### config.mk
export PLATFORM = sky130hd
export DESIGN_NAME = dev_io06xx_resp
export DESIGN_NICKNAME = d
export VERILOG_FILES = /design/src/rtl/dev_io_pkg.sv /design/src/rtl/io51xx_credit.sv /design/src/rtl/dev_io06xx_resp.sv
export SDC_FILE = /design/constraint.sdc
export NUM_CORES = 1
export LEC_CHECK = 0
export ABC_CLOCK_PERIOD_IN_PS = 3700
export CAP_MARGIN = 20
export CORE_ASPECT_RATIO = 0.7
export CORE_MARGIN = 2
export CORE_UTILIZATION = 35
export DETAILED_ROUTE_END_ITERATION = 6
export GPL_ROUTABILITY_DRIVEN = 0
export PLACE_DENSITY = 0.59
export SLEW_MARGIN = 20
export SYNTH_ARGS = -nofsm -noshare
export SYNTH_HDL_FRONTEND = slang
export SYNTH_SLANG_ARGS = --single-unit
### constraint.sdc
create_clock -name DEV_CL -period 3.7 [get_ports DEV_CL]
set_input_delay 0.555 -clock DEV_CL [delete_from_list [all_inputs] [get_ports DEV_CL]]
set_output_delay 0.555 -clock DEV_CL [all_outputs]
set_load 0.005 [all_outputs]
### src/rtl/dev_io_pkg.sv
// Shared constants and BCD helpers for the DigDug 06xx/51xx device-bus responder.
package dev_io_pkg;

    localparam logic [15:0] CMD_AD_DEF = 16'h7100;
    localparam logic [15:0] DAT_AD_DEF = 16'h7000;
    localparam logic [7:0]  CMD_READ   = 8'h71;
    localparam logic [7:0]  CMD_WRITE  = 8'hA1;
    localparam logic [7:0]  CMD_IDLE   = 8'h10;
    localparam logic [7:0]  MODE_RAW   = 8'h01;

    // Saturating two-digit BCD increment (99 stays 99).
    function automatic logic [7:0] bcd_inc(input logic [7:0] v);
        logic [7:0] r;
        if (v == 8'h99)
            r = v;
        else if (v[3:0] == 4'd9)
            r = {v[7:4] + 4'd1, 4'd0};
        else
            r = {v[7:4], v[3:0] + 4'd1};
        return r;
    endfunction

    // Two-digit BCD decrement that stops at zero.
    function automatic logic [7:0] bcd_dec(input logic [7:0] v);
        logic [7:0] r;
        if (v == 8'h00)
            r = v;
        else if (v[3:0] == 4'd0)
            r = {v[7:4] - 4'd1, 4'd9};
        else
            r = {v[7:4], v[3:0] - 4'd1};
        return r;
    endfunction

endpackage

### src/rtl/io51xx_credit.sv
// Minimal 51xx input path: 2-FF synchronisers, coin/start falling-edge detect,
// and a BCD credit counter that is frozen in raw mode.
module io51xx_credit
    import dev_io_pkg::*;
(
    input  logic       clk,
    input  logic       rst_n,
    input  logic [7:0] inp0,
    input  logic [7:0] inp1,
    input  logic [7:0] inp2,
    input  logic       raw_mode,
    output logic [7:0] inp0_s,
    output logic [7:0] inp1_s,
    output logic [7:0] inp2_s,
    output logic [7:0] credits
);

    logic [23:0] s1_q, s1_d;
    logic [23:0] s2_q, s2_d;
    logic [1:0]  edge_q, edge_d;
    logic [7:0]  cred_q, cred_d;
    logic        coin, start;
    logic [7:0]  tmp;

    always_comb begin
        s1_d   = {inp2, inp1, inp0};
        s2_d   = s1_q;
        // Previous synced levels of start (bit 1) and coin (bit 0).
        edge_d = {s2_q[2], s2_q[0]};
        coin   = edge_q[0] & ~s2_q[0];
        start  = edge_q[1] & ~s2_q[2];
        tmp    = cred_q;
        cred_d = cred_q;
        if (!raw_mode) begin
            if (coin)
                tmp = bcd_inc(tmp);
            if (start)
                tmp = bcd_dec(tmp);
            cred_d = tmp;
        end
    end

    always_ff @(posedge clk or negedge rst_n) begin
        if (!rst_n) begin
            s1_q   <= '1;
            s2_q   <= '1;
            edge_q <= '1;
            cred_q <= 8'h00;
        end else begin
            s1_q   <= s1_d;
            s2_q   <= s2_d;
            edge_q <= edge_d;
            cred_q <= cred_d;
        end
    end

    assign inp0_s  = s2_q[7:0];
    assign inp1_s  = s2_q[15:8];
    assign inp2_s  = s2_q[23:16];
    assign credits = cred_q;

endmodule

### src/rtl/dev_io06xx_resp.sv
// DEV-bus responder for the 06xx custom I/O: command/data decode, registered read
// data with DEV_DV, 3-byte read sequencer and the periodic NMI request for CPU0.
module dev_io06xx_resp
    import dev_io_pkg::*;
#(
    parameter logic [15:0] CMD_AD     = CMD_AD_DEF,
    parameter logic [15:0] DAT_AD     = DAT_AD_DEF,
    parameter int          NMI_PERIOD = 4800,
    parameter int          NMI_PW     = 8
) (
    input  logic        DEV_CL,
    input  logic        RST_N,
    input  logic [15:0] DEV_AD,
    input  logic        DEV_RD,
    input  logic        DEV_WR,
    input  logic [7:0]  DEV_DI,
    output logic        DEV_DV,
    output logic [7:0]  DEV_DO,
    input  logic [7:0]  INP0,
    input  logic [7:0]  INP1,
    input  logic [7:0]  INP2,
    output logic        NMI_REQ
);

    localparam int CW = $clog2(NMI_PERIOD);

    logic [7:0]    cmd_q, cmd_d, mode_q, mode_d;
    logic [1:0]    idx_q, idx_d;
    logic [CW-1:0] cnt_q, cnt_d;
    logic          nmi_q, nmi_d, dv_q, dv_d;
    logic [7:0]    do_q, do_d;
    logic          prev_wr_q, prev_wr_d, prev_seq_q, prev_seq_d;
    logic [15:0]   prev_ad_q, prev_ad_d;
    logic [7:0]    prev_di_q, prev_di_d;

    logic          cmd_hit, dat_hit, rd_hit, seq_rd, commit, adv, active_q, active_d;
    logic [7:0]    rdata, inp0_s, inp1_s, inp2_s, credits;

    io51xx_credit u_credit (
        .clk      (DEV_CL),
        .rst_n    (RST_N),
        .inp0     (INP0),
        .inp1     (INP1),
        .inp2     (INP2),
        .raw_mode (mode_q == MODE_RAW),
        .inp0_s   (inp0_s),
        .inp1_s   (inp1_s),
        .inp2_s   (inp2_s),
        .credits  (credits)
    );

    always_comb begin
        cmd_hit    = (DEV_AD == CMD_AD);
        dat_hit    = (DEV_AD == DAT_AD);
        rd_hit     = DEV_RD & (cmd_hit | dat_hit);
        seq_rd     = DEV_RD & dat_hit & (cmd_q == CMD_READ);
        // A write held across adjacent slots with identical address/data commits once.
        commit     = DEV_WR & (cmd_hit | dat_hit) &
                     ~(prev_wr_q & (prev_ad_q == DEV_AD) & (prev_di_q == DEV_DI));
        adv        = prev_seq_q & ~(DEV_RD & dat_hit);
        active_q   = (cmd_q[7:5] != 3'd0) & cmd_q[0];

        prev_wr_d  = DEV_WR;
        prev_ad_d  = DEV_AD;
        prev_di_d  = DEV_DI;
        prev_seq_d = seq_rd;

        cmd_d  = cmd_q;
        mode_d = mode_q;
        idx_d  = idx_q;
        if (adv)
            idx_d = (idx_q == 2'd2) ? 2'd0 : idx_q + 2'd1;
        if (commit && cmd_hit) begin
            cmd_d = DEV_DI;
            idx_d = 2'd0;
        end
        if (commit && dat_hit && cmd_q == CMD_WRITE)
            mode_d = DEV_DI;

        active_d = (cmd_d[7:5] != 3'd0) & cmd_d[0];
        if (commit && cmd_hit)
            cnt_d = '0;
        else if (active_q)
            cnt_d = (cnt_q == CW'(NMI_PERIOD - 1)) ? '0 : cnt_q + 1'b1;
        else
            cnt_d = '0;
        nmi_d = active_d & (cnt_d < CW'(NMI_PW));

        rdata = 8'hFF;
        if (cmd_hit)
            rdata = cmd_q;
        else if (cmd_q == CMD_READ) begin
            case (idx_q)
                2'd0:    rdata = (mode_q == MODE_RAW) ? ~inp0_s : credits;
                2'd1:    rdata = ~inp1_s;
                default: rdata = ~inp2_s;
            endcase
        end
        dv_d = rd_hit;
        do_d = rd_hit ? rdata : 8'h00;
    end

    always_ff @(posedge DEV_CL or negedge RST_N) begin
        if (!RST_N) begin
            cmd_q      <= CMD_IDLE;
            mode_q     <= 8'h00;
            idx_q      <= 2'd0;
            cnt_q      <= '0;
            nmi_q      <= 1'b0;
            dv_q       <= 1'b0;
            do_q       <= 8'h00;
            prev_wr_q  <= 1'b0;
            prev_ad_q  <= 16'h0000;
            prev_di_q  <= 8'h00;
            prev_seq_q <= 1'b0;
        end else begin
            cmd_q      <= cmd_d;
            mode_q     <= mode_d;
            idx_q      <= idx_d;
            cnt_q      <= cnt_d;
            nmi_q      <= nmi_d;
            dv_q       <= dv_d;
            do_q       <= do_d;
            prev_wr_q  <= prev_wr_d;
            prev_ad_q  <= prev_ad_d;
            prev_di_q  <= prev_di_d;
            prev_seq_q <= prev_seq_d;
        end
    end

    assign DEV_DV  = dv_q;
    assign DEV_DO  = do_q;
    assign NMI_REQ = nmi_q;

endmodule

==> out/results.ini <==
[placement]
io_buffers=61
dpl_worst_slack_ps=573
place_area_sq_mm=0.00619
place_hpwl_mm=8.52

[worst_setup_path]
cp-end-kind=flop
crit_path_start_kind=flop
path_class=flop to flop
crit_required_ps=4040
critPathMaxFanout=11
crit_arrival_ps=3580

[floorplan]
die_x_um=152
io_pins=62
fp-row-count=37
start_util_pct=36.2
die_area_sq_mm=0.0163
coreArea_sq_mm=0.0148
die_y_um=108

[global_route]
busiest_layer=met1
met2_usage_pct=21.4
grt_start_max_net_pins=81
track_usage_pct=15.6
grt_pass1_wl_mm=19.7
grt.met1_usage_pct=23.4
grt_pass1_vias=3646
grt_overflow_total=0
antenna_found_initial=0
met3_usage_pct=4.59

[layout]
n_antenna_cell=0
syn2layout_area_growth_pct=26.2
drive_above_1_share_pct=22.8
fin_nets=570
stdcell_area_sq_mm=0.00677

[route]
via_count=3615
dr.pass1.iters=5
drcViolationCount=0
wl_mm=11.9
drtIter0Drc=291
post_drt_wl_per_cell_um=16.4
antenna_left=0
vias_per_cell=5.01

[yosys]
ys_warn_count=0
ys.flop_type=dfrtp_1
synthCells=443
avgSynthCellArea_sq_um=12.1
synth_top_cell_by_area=dfrtp_1
synth_sequential_area_ratio_pct=59.5
synth_cell_types=68
netlist_area_sq_mm=0.00536
ys_top_cells_by_area=dfrtp_1 35%, dfstp_2 25%, xnor2_1 4.4%
synth_common_cells=74 x dfrtp_1, 51 x dfstp_2, 43 x nor2_1
synth.most_common_cell=dfrtp_1
ys_ff_latch=125
synth_nets=500
async_flop_share_pct=100
synth_edf_count=0
synth_top_area_share_pct=34.5

[sta]
finalClockSkew_ps=10.2
rsz0062_at_grt=false
worst_pin_slew_ps=764
setup_tns_ps=0
setup_viol=0
fmax_mhz=308
fin_ws_ps=454
max_slew_margin_pct=49.1
fin_crit_sh_pct=87.7
report.final.slew_viol_count=0
hold_viol=0
period_needed_ps=3250

[outcome]
status=complete, no violations

[power]
leakagePower_uw=0.00277
power_frac_seq_pct=40.8
power.total_uw=3820
combPwrFrac_pct=17.2
p_sw_share_pct=27.8
p_per_area_mw_per_mm2=564
power.switching_uw=1060
power_frac_clock_pct=42.0
ir_drop_v=0.000361
p_int_uw=2760

[clocking]
cts_sinks=125
cts-resized-gates=0
clock_latency_ps=410
clk_path_buf_depth=2
cts_root_buf=clkbuf_16
cts_setup_buffers=0
clk_pin_slew_ps=60
ctsHoldBuffers=0
htreeDepth=4
cts_buffers=17
cts_tree=yes

[worst_hold_path]
hold_path_class=input port to async pin

[flow_run]
drv_cap=0

-- cell type report --
type	count	area (sq um)
Sequential cell	125	3190
Inverter	8	30.0
Timing Repair Buffer	69	672
Multi-Input combinational cell	292	2050
Clock inverter	11	105
Fill cell	1342	8050
Clock buffer	21	472
Tap cell	195	244
-- state kept, by name, summed over array words and instances (netlist names) --
register          count
u_credit.s1_q        24
DEV_DO                8
u_credit.edge_q       2
mode_q                8
prev_ad_q            16
u_credit.credits      8
idx_q                 2
cnt_q                13
prev_wr_q             1
NMI_REQ               1
DEV_DV                1
prev_seq_q            1
u_credit.s2_q        24
prev_di_q             8
cmd_q                 8
-- cell usage in the layout, fill, tap and decap left out, types with 3 or more instances in the layout --
cell	netlist	layout
nand4_1	9	9
nand2_1	25	25
or4_1	3	3
and4_1	3	3
buf_4	0	8
xnor2_1	27	27
ha_1	5	5
xor2_1	12	12
dfrtp_1	74	74
inv_6	0	3
o21ai_0	4	4
clkbuf_16	0	18
nand3_1	17	17
mux2_4	6	6
clkdlybuf4s50_1	0	60
mux2i_1	3	3
o22ai_1	4	4
inv_1	8	8
nor4_1	4	4
and3_1	9	9
nor3_1	4	4
mux2_2	12	12
a211oi_1	16	16
nor2_1	43	43
dfstp_2	51	51
a21oi_1	13	13
o31ai_1	9	9
or3_1	3	3
nor2b_1	9	9
-- power by group through the flow --
stage / combinational, uW / sequential, uW / clock (uW)
floorplan: 442 / 1530 / 0
global placement: 642 / 1570 / 0
detailed placement: 649 / 1580 / 0
CTS: 653 / 1560 / 1640
global route: 720 / 1580 / 1710
finish: 656 / 1560 / 1600
-- cell families after synthesis --
kind of cell / share of synthesized area (%)
AND/OR/NAND/NOR: 15.7
adder cells (fa/ha/maj): 1.17
flip-flops: 59.5
multiplexers: 4.76
buffers and inverters: 2.19
XOR/XNOR: 6.37
AO/OA/AOI/OAI: 10.2
-- through the flow --
| stage | util, % | hold WS (ps) | std cells |
|---|---|---|---|
| detailed placement | 41.8 | 347 | 689 |
| finish | 45.7 | 175 | 721 |
| global route | 45.7 | 226 | 721 |
| CTS | 45.7 | 354 | 721 |
| floorplan | - | 259 | 443 |
| global placement | 41.8 | 346 | 689 |
-- worst paths after layout --
| kind | start | end | slack [ps] | cells past startpoint |
|---|---|---|---|---|
| max in group asynchronous | RST_N | u_credit.s1_q[6] | 2710 | 2 |
| min in group DEV_CL | u_credit.s1_q[10] | u_credit.s2_q[10] | 350 | 0 |
| setup / recovery | u_credit.credits[2] | u_credit.credits[5] | 450 | 10 |
| hold reg to reg | u_credit.s1_q[10] | u_credit.s2_q[10] | 350 | 0 |
| hold / removal | RST_N | DEV_DO[7] | 180 | 1 |
| setup reg to reg | u_credit.credits[2] | u_credit.credits[5] | 450 | 10 |
-- routing by layer --
metal	vias to the layer above	wire length [um]
met3	16	464
li1	1747	-
met1	1762	6340
met4	0	176
met2	90	4880
met5	-	0
-- critical path, cell delays in order, from the launching register on --
cell and delay, ps:
dfrtp_1 490, nor3b_1 410, nand3_1 270, a21oi_1 310, ha_1 230, or3b_2 460
a31oi_1 150, a41oi_1 100, nand3_1 270, mux2_2 360, a21oi_1 130
Power figures use the tool's default switching activity.
